==> src/rtl/alu_mdu.sv <==
// Integer execute unit: RV32I/RV64I register-register ALU ops plus the M-extension
// multiply/divide set (iterative, XLEN cycles) behind a valid/ready handshake.
module alu_mdu #(
    parameter int XLEN = 32,
    parameter int SHW  = $clog2(XLEN)
) (
    input  logic            clk,
    input  logic            rst_n,
    input  logic            flush,
    input  logic            in_valid,
    output logic            in_ready,
    input  logic [XLEN-1:0] a,
    input  logic [XLEN-1:0] b,
    input  logic [2:0]      operation,
    input  logic            control,
    input  logic            muldiv,
    output logic            out_valid,
    input  logic            out_ready,
    output logic [XLEN-1:0] result,
    output logic            zero,
    output logic            neg
);

    typedef enum logic [1:0] {IDLE, RUN, DONE} state_t;

    state_t              state_reg, state_next;
    logic [SHW-1:0]      cnt_reg;
    logic [XLEN-1:0]     result_reg;
    logic [2:0]          op_reg;
    logic [XLEN-1:0]     opnd_reg;     // multiplicand or divisor magnitude
    logic [2*XLEN-1:0]   acc_reg;      // mul: {partial, multiplier}; div: {remainder, quotient}
    logic                flip_reg;
    logic                rem_neg_reg;
    logic                divz_reg;

    logic                accept;
    logic                last_iter;
    logic [SHW-1:0]      shamt;
    logic [XLEN-1:0]     alu_res;
    logic                sa, sb, a_neg, b_neg;
    logic [XLEN-1:0]     a_mag, b_mag;
    logic [XLEN:0]       mul_sum;
    logic [2*XLEN-1:0]   mul_next;
    logic [XLEN:0]       div_shift;
    logic                div_ge;
    logic [XLEN-1:0]     div_rem;
    logic [2*XLEN-1:0]   div_next;
    logic [2*XLEN-1:0]   step_next;
    logic [2*XLEN-1:0]   prod;
    logic [XLEN-1:0]     quo_fix, rem_fix, fix_res;

    assign in_ready  = (state_reg == IDLE) || ((state_reg == DONE) && out_ready);
    assign accept    = in_valid && in_ready && !flush;
    assign last_iter = (state_reg == RUN) && (cnt_reg == SHW'(XLEN - 1));
    assign out_valid = (state_reg == DONE);
    assign result    = result_reg;
    assign zero      = (result_reg == '0);
    assign neg       = result_reg[XLEN-1];
    assign shamt     = b[SHW-1:0];

    always_comb begin
        alu_res = '0;
        case (operation)
            3'b000:  alu_res = control ? (a - b) : (a + b);
            3'b001:  alu_res = a << shamt;
            3'b010:  alu_res = {{(XLEN-1){1'b0}}, ($signed(a) < $signed(b))};
            3'b011:  alu_res = {{(XLEN-1){1'b0}}, (a < b)};
            3'b100:  alu_res = a ^ b;
            3'b101:  alu_res = control ? $unsigned($signed(a) >>> shamt) : (a >> shamt);
            3'b110:  alu_res = a | b;
            default: alu_res = a & b;
        endcase
    end

    // Operand signedness: divides are signed unless funct3[0]; MULH signs both, MULHSU only a.
    always_comb begin
        sa    = operation[2] ? !operation[0] : (operation == 3'b001 || operation == 3'b010);
        sb    = operation[2] ? !operation[0] : (operation == 3'b001);
        a_neg = sa && a[XLEN-1];
        b_neg = sb && b[XLEN-1];
        a_mag = a_neg ? (-a) : a;
        b_mag = b_neg ? (-b) : b;
    end

    always_comb begin
        mul_sum   = {1'b0, acc_reg[2*XLEN-1:XLEN]} + (acc_reg[0] ? {1'b0, opnd_reg} : '0);
        mul_next  = {mul_sum, acc_reg[XLEN-1:1]};
        div_shift = {acc_reg[2*XLEN-1:XLEN], acc_reg[XLEN-1]};
        div_ge    = (div_shift >= {1'b0, opnd_reg});
        div_rem   = div_ge ? (div_shift[XLEN-1:0] - opnd_reg) : div_shift[XLEN-1:0];
        div_next  = {div_rem, acc_reg[XLEN-2:0], div_ge};
        step_next = op_reg[2] ? div_next : mul_next;
    end

    // Sign fix-up on the final iteration's value so the result lands on the same edge.
    always_comb begin
        prod    = flip_reg ? (-step_next) : step_next;
        quo_fix = divz_reg ? '1 : (flip_reg ? (-step_next[XLEN-1:0]) : step_next[XLEN-1:0]);
        rem_fix = rem_neg_reg ? (-step_next[2*XLEN-1:XLEN]) : step_next[2*XLEN-1:XLEN];
        if (op_reg[2])
            fix_res = op_reg[1] ? rem_fix : quo_fix;
        else
            fix_res = (op_reg[1:0] == 2'b00) ? prod[XLEN-1:0] : prod[2*XLEN-1:XLEN];
    end

    always_ff @(posedge clk or negedge rst_n) begin
        if (!rst_n)
            state_reg <= IDLE;
        else
            state_reg <= state_next;
    end

    always_comb begin
        state_next = state_reg;
        case (state_reg)
            IDLE: if (accept) state_next = muldiv ? RUN : DONE;
            RUN:  if (last_iter) state_next = DONE;
            DONE: if (out_ready) state_next = accept ? (muldiv ? RUN : DONE) : IDLE;
            default: state_next = IDLE;
        endcase
        if (flush)
            state_next = IDLE;
    end

    always_ff @(posedge clk or negedge rst_n) begin
        if (!rst_n) begin
            cnt_reg     <= '0;
            result_reg  <= '0;
            op_reg      <= '0;
            opnd_reg    <= '0;
            acc_reg     <= '0;
            flip_reg    <= 1'b0;
            rem_neg_reg <= 1'b0;
            divz_reg    <= 1'b0;
        end else if (accept) begin
            cnt_reg <= '0;
            if (!muldiv) begin
                result_reg <= alu_res;
            end else begin
                op_reg      <= operation;
                opnd_reg    <= operation[2] ? b_mag : a_mag;
                acc_reg     <= {{XLEN{1'b0}}, (operation[2] ? a_mag : b_mag)};
                flip_reg    <= a_neg ^ b_neg;
                rem_neg_reg <= a_neg;
                divz_reg    <= (b == '0);
            end
        end else if ((state_reg == RUN) && !flush) begin
            acc_reg <= step_next;
            cnt_reg <= cnt_reg + 1'b1;
            if (last_iter)
                result_reg <= fix_res;
        end
    end

endmodule

==> config.mk <==
export PLATFORM = sky130hd
export DESIGN_NAME = alu_mdu
export DESIGN_NICKNAME = d
export VERILOG_FILES = /design/src/rtl/alu_mdu.sv
export SDC_FILE = /design/constraint.sdc
export NUM_CORES = 1
export LEC_CHECK = 0
export ABC_AREA = 1
export CAP_MARGIN = 40
export CORE_UTILIZATION = 35
export DETAILED_ROUTE_END_ITERATION = 8
export PLACE_DENSITY = 0.63
export REMOVE_ABC_BUFFERS = 1
export SLEW_MARGIN = 20
export SYNTH_ARGS = -nofsm -noshare
export SYNTH_HDL_FRONTEND = slang
export SYNTH_SLANG_ARGS = --single-unit
==> constraint.sdc <==
create_clock -name clk -period 3.94 [get_ports clk]
set_input_delay 0.788 -clock clk [delete_from_list [all_inputs] [get_ports clk]]
set_output_delay 0.788 -clock clk [all_outputs]
set_load 0.02 [all_outputs]
==> results of run 1 <==
[metal layers]
layer	part of all wire	GRT usage
met5	0	0
met4	0.088	0.2906
met3	0.077	0.05237
met2	0.45	0.6177
met1	0.38	0.4483
[metrics by stage]
| stage | setup TNS (ns) | std cells |
|---|---|---|
| after floorplan | -293.21 | 4427 |
| after global placement | -18.06 | 6370 |
| after detailed placement | -18.91 | 6370 |
| after CTS | -3.813 | 6417 |
| after global routing | -8.047 | 6443 |
| final | -3.469 | 6443 |
[cell families (layout without fill, tap and decap cells)]
logic type / count (synthesis) / count (layout) / synth area share
xor+xnor: 108 / 108 / 0.03631
flops: 141 / 141 / 0.1354
fa+ha+maj: 171 / 171 / 0.08328
mux: 8 / 8 / 0.003074
compound gates: 1000 / 1000 / 0.2215
simple gates: 2348 / 2348 / 0.3872
buf+inv: 866 / 1708 / 0.1332
[placed cells by master (no fill, tap or decap), types with 31 or more instances in the layout]
master and n:
ha_1 134, xor2_1 94, inv_1 601, dfrtp_1 138, o221ai_1 31, o22ai_1 35, nand3_1 280, a31oi_1 45
o21ai_0 348, clkdlybuf4s50_1 104, buf_4 881, nand4_1 58, nand2_1 1275, nor3_1 36, nand2_2 86, nand3_2 36
o211ai_1 52, a21oi_1 324, nor2_1 415, nor2_2 37, inv_2 41
[final timing paths]
check,startpoint,slack [ns],end,depth (start not counted)
setup / recovery,opnd_reg[30],-0.32,result[18],31
hold / removal,rst_n,0.35,acc_reg[37],1
setup reg to reg,opnd_reg[30],-0.32,result[18],31
hold reg to reg,op_reg[0],0.51,op_reg[0],2
max in group asynchronous,rst_n,2.72,acc_reg[0],2
min in group clk,op_reg[0],0.51,op_reg[0],2
[where the power goes]
part	leakage, uW	internal (uW)	total, uW	switching, uW
sequential	0.00172	2030	2700	675
combinational	0.0169	9180	22500	13400
clock	0.000283	971	1740	767
total	0.0189	12200	27000	14800
[layout make-up]
class                      instances  share of cell area
timing repair buffer            1025              0.2303
clock buffer                      20             0.01263
tap                              959             0.03319
inverter                         651             0.06760
clock inverter                    12            0.003773
sequential                       141             0.09778
multi-input combinational       3635              0.5547
[timing repair]
| item | in CTS | in global routing |
|---|---|---|
| pin swaps | 31 | 56 |
| setup endpoints to repair | 31 | 44 |
| gates resized for setup | 105 | 132 |
| cloned | 0 | 2 |
| endpoints found under the hold margin | 0 | 0 |
| buffers inserted | 15 | 24 |
[worst register-to-register path: cells and delay by family (launching register included)]
family / cells / cell delay [ns]
DFF: 1 / 0.40
AOI/OAI and AO/OA: 4 / 0.62
buffers and inverters: 2 / 0.13
and+or+nand+nor: 23 / 2.55
adders and majority gates: 2 / 0.46
==> key figures, run 1 <==
Worst setup path
  • Slowest Stage Delay on Critical Path: 0.40 ns
  • Setup crit start kind: register
  • Crit path max-delay family: simple AND/OR/NAND/NOR gates
  • CP Buf/Inv Count: 2
  • Kind of end point of the critical path: register
  • Critical path class: register to register
  • Arrival time at the worst endpoint: 4.62 ns
  • Critical Path RT: 4.30 ns
  • Max FO, Critical Path: 7
  • CP max-delay cell: dfrtp_1

CTS
  • CTS Buf Count: 17
  • Hold Buf Count CTS: 0
  • Clk_lat worst skew: 0.47 ns
  • CTS sink cnt: 141
  • Root buffer cell: clkbuf_16
  • Htree depth: 4
  • CTS Buffer Depth: 2
  • Clock tree from TritonCTS: done
  • Worst-path clk slew: 0.07 ns

Layout
  • Final Cell Area: 36150 um^2
  • Net total in the final layout: 5716
  • Area Growth Syn to Fin: 38.75%
  • Multi-input gate area: 20050 um^2
  • Fillers: 7859
  • Register area: 3535 um^2
  • Flip-flop count of the largest register after layout: 64
  • ANT cells: 0
  • Final Util: 0.4930
  • Layout cell share with drive strength beyond 1: 0.2371

Detailed routing
  • Vias post-DR: 35.40k
  • Total Routed Length: 145700 um
  • Drt via density: 5.494
  • Antenna viol nets, final: 0
  • Starting DRT DRC Count: 3450
  • Drt wl/cell: 22.61 um
  • DRT Pass-1 Iters: 8
  • DR DRC count: 0

Placement
  • Dpl hpwl: 119400 um
  • Dpl cell area: 34170 um^2
  • RePlAce Congestion: 1.081
  • Dpl ws: -0.7781 ns
  • Port Buffer Count: 109

Logic synthesis
  • Top FF cell, synth: dfrtp_1
  • Yosys warning count: 0
  • Mean Syn Cell Area: 5.612 um^2
  • Most frequent cells after synthesis: 1333 x nand2_1, 625 x inv_1, 439 x nor2_1, 356 x o21ai_0, 334 x a21oi_1
  • Synth area leaders: nand2_1 19%, dfrtp_1 14%, inv_1 9.0%
  • #FFs+latches synth: 141
  • Number of flops mapped to enable cells by yosys: 0
  • Mapped Area: 26050 um^2
  • Count leader, synth: nand2_1
  • Library cells used by synthesis: 71
  • Leading area contributor after synthesis: nand2_1
  • Mapped Cells: 4642
  • Top-area cell type share of the netlist area: 0.1921
  • Async S/R FF share, synth: 1.000
  • Sequential-to-total area share from yosys stat: 0.1354

GRT
  • Largest net degree at the start of global routing: 81
  • First-pass GRT wire length: 211500 um
  • Gr ovfl total: 0
  • Global Route Usage Sum: 0.3780
  • Initial antenna violation count: 0
  • Vias in the first global route: 34.01k

Die
  • Starting density of the core: 0.3553
  • Core area: 73330 um^2
  • Rows: 99
  • Die height: 274.8 um
  • DIE AREA: 75530 um^2
  • Chip width: 274.8 um
  • IO Count: 110

Run status
  • Failing checks: negative setup slack
  • Status: complete, but fails checks

STA
  • Max_slew headroom: 0.4730
  • Worst Max-Slew Pin Slew: 0.7905 ns
  • Final Hold Vio Count: 0
  • Tmin final: 4.260 ns
  • Fmax: 234.7 MHz
  • Final setup violation count: 16
  • Final period util: 1.081
  • Final Slew Violations: 0
  • Slack of the critical path: -0.3201 ns
  • Hold WS: 0.3457 ns
  • RSZ-0062 raised after global routing: yes
  • Setup Skew: 0.01559 ns

Min path
  • Worst hold-check path type: primary input to asynchronous set/reset pin

Run
  • Max-Cap Viols: 0

Power
  • Power per cell area: 746.2 nW/um^2
  • LEAKAGE: 0.01889 uW
  • Final total power: 26970 uW
  • VDD IR max: 0.3962 mV
Power figures use the tool's default switching activity.
==> run 2: changes to the inputs <==
--- a/config.mk
+++ b/config.mk
@@ -8,8 +8,9 @@
 export ABC_AREA = 1
 export CAP_MARGIN = 40
 export CORE_UTILIZATION = 35
+export CTS_CLUSTER_DIAMETER = 80
 export DETAILED_ROUTE_END_ITERATION = 8
-export PLACE_DENSITY = 0.63
+export PLACE_DENSITY = 0.61
 export REMOVE_ABC_BUFFERS = 1
 export SLEW_MARGIN = 20
 export SYNTH_ARGS = -nofsm -noshare
==> constraint.sdc (replaced) <==
create_clock -name clk -period 5.3 [get_ports clk]
set_input_delay 1.06 -clock clk [delete_from_list [all_inputs] [get_ports clk]]
set_output_delay 1.06 -clock clk [all_outputs]
set_load 0.02 [all_outputs]
==> run 2 against run 1 <==
  * The flow finishes with violations (design-rule violations)
  * Design area down 20%
  * Combinational power shrank 45%
  * Via count shrank 8.9%
  * Clock power is 26% lower
  * Critical path type unchanged
  * Largest power group unchanged
==> key figures, run 2 (synthesized netlist as in run 1, its figures left out) <==
Detailed routing
  • Vias post-DR: 32.23k (was 35.40k)
  • Drt wl/cell: 23.61 um (was 22.61 um)
  • DRT Pass-1 Iters: 8 (unchanged)
  • Starting DRT DRC Count: 3402 (was 3450)
  • DR DRC count: 1 (was 0)
  • Total Routed Length: 133500 um (was 145700 um)
  • Antenna viol nets, final: 0 (unchanged)
  • Drt via density: 5.702 (was 5.494)

CTS
  • Worst-path clk slew: 0.08 ns (was 0.07 ns)
  • Hold Buf Count CTS: 0 (unchanged)
  • Htree depth: 4 (unchanged)
  • Clk_lat worst skew: 0.46 ns (was 0.47 ns)
  • CTS Buf Count: 17 (unchanged)
  • Clock tree from TritonCTS: done (unchanged)
  • CTS sink cnt: 141 (unchanged)
  • CTS Buffer Depth: 2 (unchanged)
  • Root buffer cell: clkbuf_16 (unchanged)

Worst setup path
  • CP max-delay cell: dfrtp_1 (unchanged)
  • Max FO, Critical Path: 7 (unchanged)
  • Slowest Stage Delay on Critical Path: 0.50 ns (was 0.40 ns)
  • Kind of end point of the critical path: register (unchanged)
  • Critical path class: register to register (unchanged)
  • Arrival time at the worst endpoint: 5.33 ns (was 4.62 ns)
  • Cell mode on critical path: nand2_1
  • Critical Path RT: 5.66 ns (was 4.30 ns)
  • Setup crit start kind: register (unchanged)

GRT
  • Vias in the first global route: 30.85k (was 34.01k)
  • Initial antenna violation count: 3 (was 0)
  • First-pass GRT wire length: 195200 um (was 211500 um)
  • Largest net degree at the start of global routing: 89 (was 81)
  • Global Route Usage Sum: 0.3471 (was 0.3780)
  • Gr ovfl total: 0 (unchanged)

Power
  • VDD IR max: 0.3601 mV (was 0.3962 mV)
  • Power per cell area: 539.1 nW/um^2 (was 746.2 nW/um^2)
  • LEAKAGE: 0.01486 uW (was 0.01889 uW)

Run
  • Max-Cap Viols: 0 (unchanged)

Layout
  • Layout cell share with drive strength beyond 1: 0.07010 (was 0.2371)
  • Fillers: 8306 (was 7859)
  • Commonest non-fill, non-tap cell in the layout: nand2_1 (unchanged)
  • Net total in the final layout: 4925 (was 5716)
  • Flip-flop count of the largest register after layout: 64 (unchanged)
  • Commonest non-fill, non-tap cells in the layout: 1332 x nand2_1, 625 x inv_1, 438 x nor2_1 (was 1275 x nand2_1, 881 x buf_4, 601 x inv_1)
  • ANT cells: 0 (unchanged)
  • Area Growth Syn to Fin: 11.10% (was 38.75%)

STA
  • Final setup violation count: 0 (was 16)
  • Final period util: 0.9375 (was 1.081)
  • Setup Skew: 0.01804 ns (was 0.01559 ns)
  • Fmax: 201.3 MHz (was 234.7 MHz)
  • Worst Max-Slew Pin Slew: 0.8316 ns (was 0.7905 ns)
  • Slack of the critical path: 0.3312 ns (was -0.3201 ns)
  • Final Hold Vio Count: 0 (unchanged)
  • Tmin final: 4.969 ns (was 4.260 ns)
  • Final Slew Violations: 0 (unchanged)
  • Max_slew headroom: 0.4397 (was 0.4730)
  • RSZ-0062 raised after global routing: no (was yes)
  • Hold WS: 0.5130 ns (was 0.3457 ns)

Placement
  • Port Buffer Count: 109 (unchanged)
  • RePlAce Congestion: 1.057 (was 1.081)
  • Dpl ws: 0.1927 ns (was -0.7781 ns)
  • Dpl hpwl: 108900 um (was 119400 um)

Min path
  • Worst hold-check path type: register to register (was primary input to asynchronous set/reset pin)

Die
  • Chip width: 274.8 um (unchanged)
  • IO Count: 110 (unchanged)
  • Starting density of the core: 0.3553 (unchanged)
  • Die height: 274.8 um (unchanged)
  • Rows: 99 (unchanged)
  • Core area: 73330 um^2 (unchanged)
  • DIE AREA: 75530 um^2 (unchanged)

Run status
  • Status: complete, but fails checks (unchanged)
  • Failing checks: design-rule violations (was negative setup slack)
==> run 2: final timing paths <==
check	start	endpoint	slack, ns	depth (start not counted)
worst max-delay path	opnd_reg[30]	result[28]	0.33	31
worst min-delay path	result[3]	result[3]	0.51	2
worst max register to register	opnd_reg[30]	result[28]	0.33	31
worst min register to register	result[3]	result[3]	0.51	2
max in group asynchronous	rst_n	flip_reg	3.79	2
min in group asynchronous	rst_n	acc_reg[36]	0.56	1
==> run 2: metal layers <==
layer | global-route usage | vias up | share of wire
li1 | - | 15240 | -
met1 | 0.4189 | 14970 | 0.39
met2 | 0.5876 | 1634 | 0.47
met3 | 0.03823 | 388 | 0.074
met4 | 0.2190 | 4 | 0.070
met5 | 0 | - | 0.00016
==> run 2: what timing repair did <==
item,in CTS,in global routing
setup endpoints to repair,0,1
resized for setup,0,1
buffers inserted,0,0
==> run 2: metrics by stage <==
stage | utilization | area, um^2 | setup TNS [ns] | cells | total power (uW)
global route | 0.3947 | 28940 | 0 | 5652 | 16750
global placement | 0.3864 | 28330 | 0 | 5619 | 13930
finish | 0.3947 | 28940 | 0 | 5652 | 15600
detailed placement | 0.3864 | 28330 | 0 | 5619 | 13950
CTS | 0.3945 | 28930 | 0 | 5651 | 15280
floorplan | - | 25030 | -148.60 | 4427 | 9827
==> run 2: worst max-delay path, delay by kind of cell, from the launching register on <==
family          cells  cell delay (ns)
buf+inv             3             0.27
flops               1             0.50
fa+ha+maj           2             0.55
compound gates      3             0.78
simple gates       23             2.74
==> run 2: report_power, final <==
part	switching (uW)	total, uW	internal, uW
clock network	614	1290	674
registers	544	2050	1500
logic	8580	12300	3690
==> run 2: final cells by class <==
cell class / count / area (um^2) / share of cell area
timing repair buffer: 234 / 2091 / 0.07223
multi-input combinational: 3635 / 19080 / 0.6594
inverter: 651 / 2444 / 0.08442
sequential: 141 / 3533 / 0.1221
tap: 959 / 1200 / 0.04146
clock inverter: 15 / 166.4 / 0.005749
clock buffer: 17 / 425.4 / 0.01470
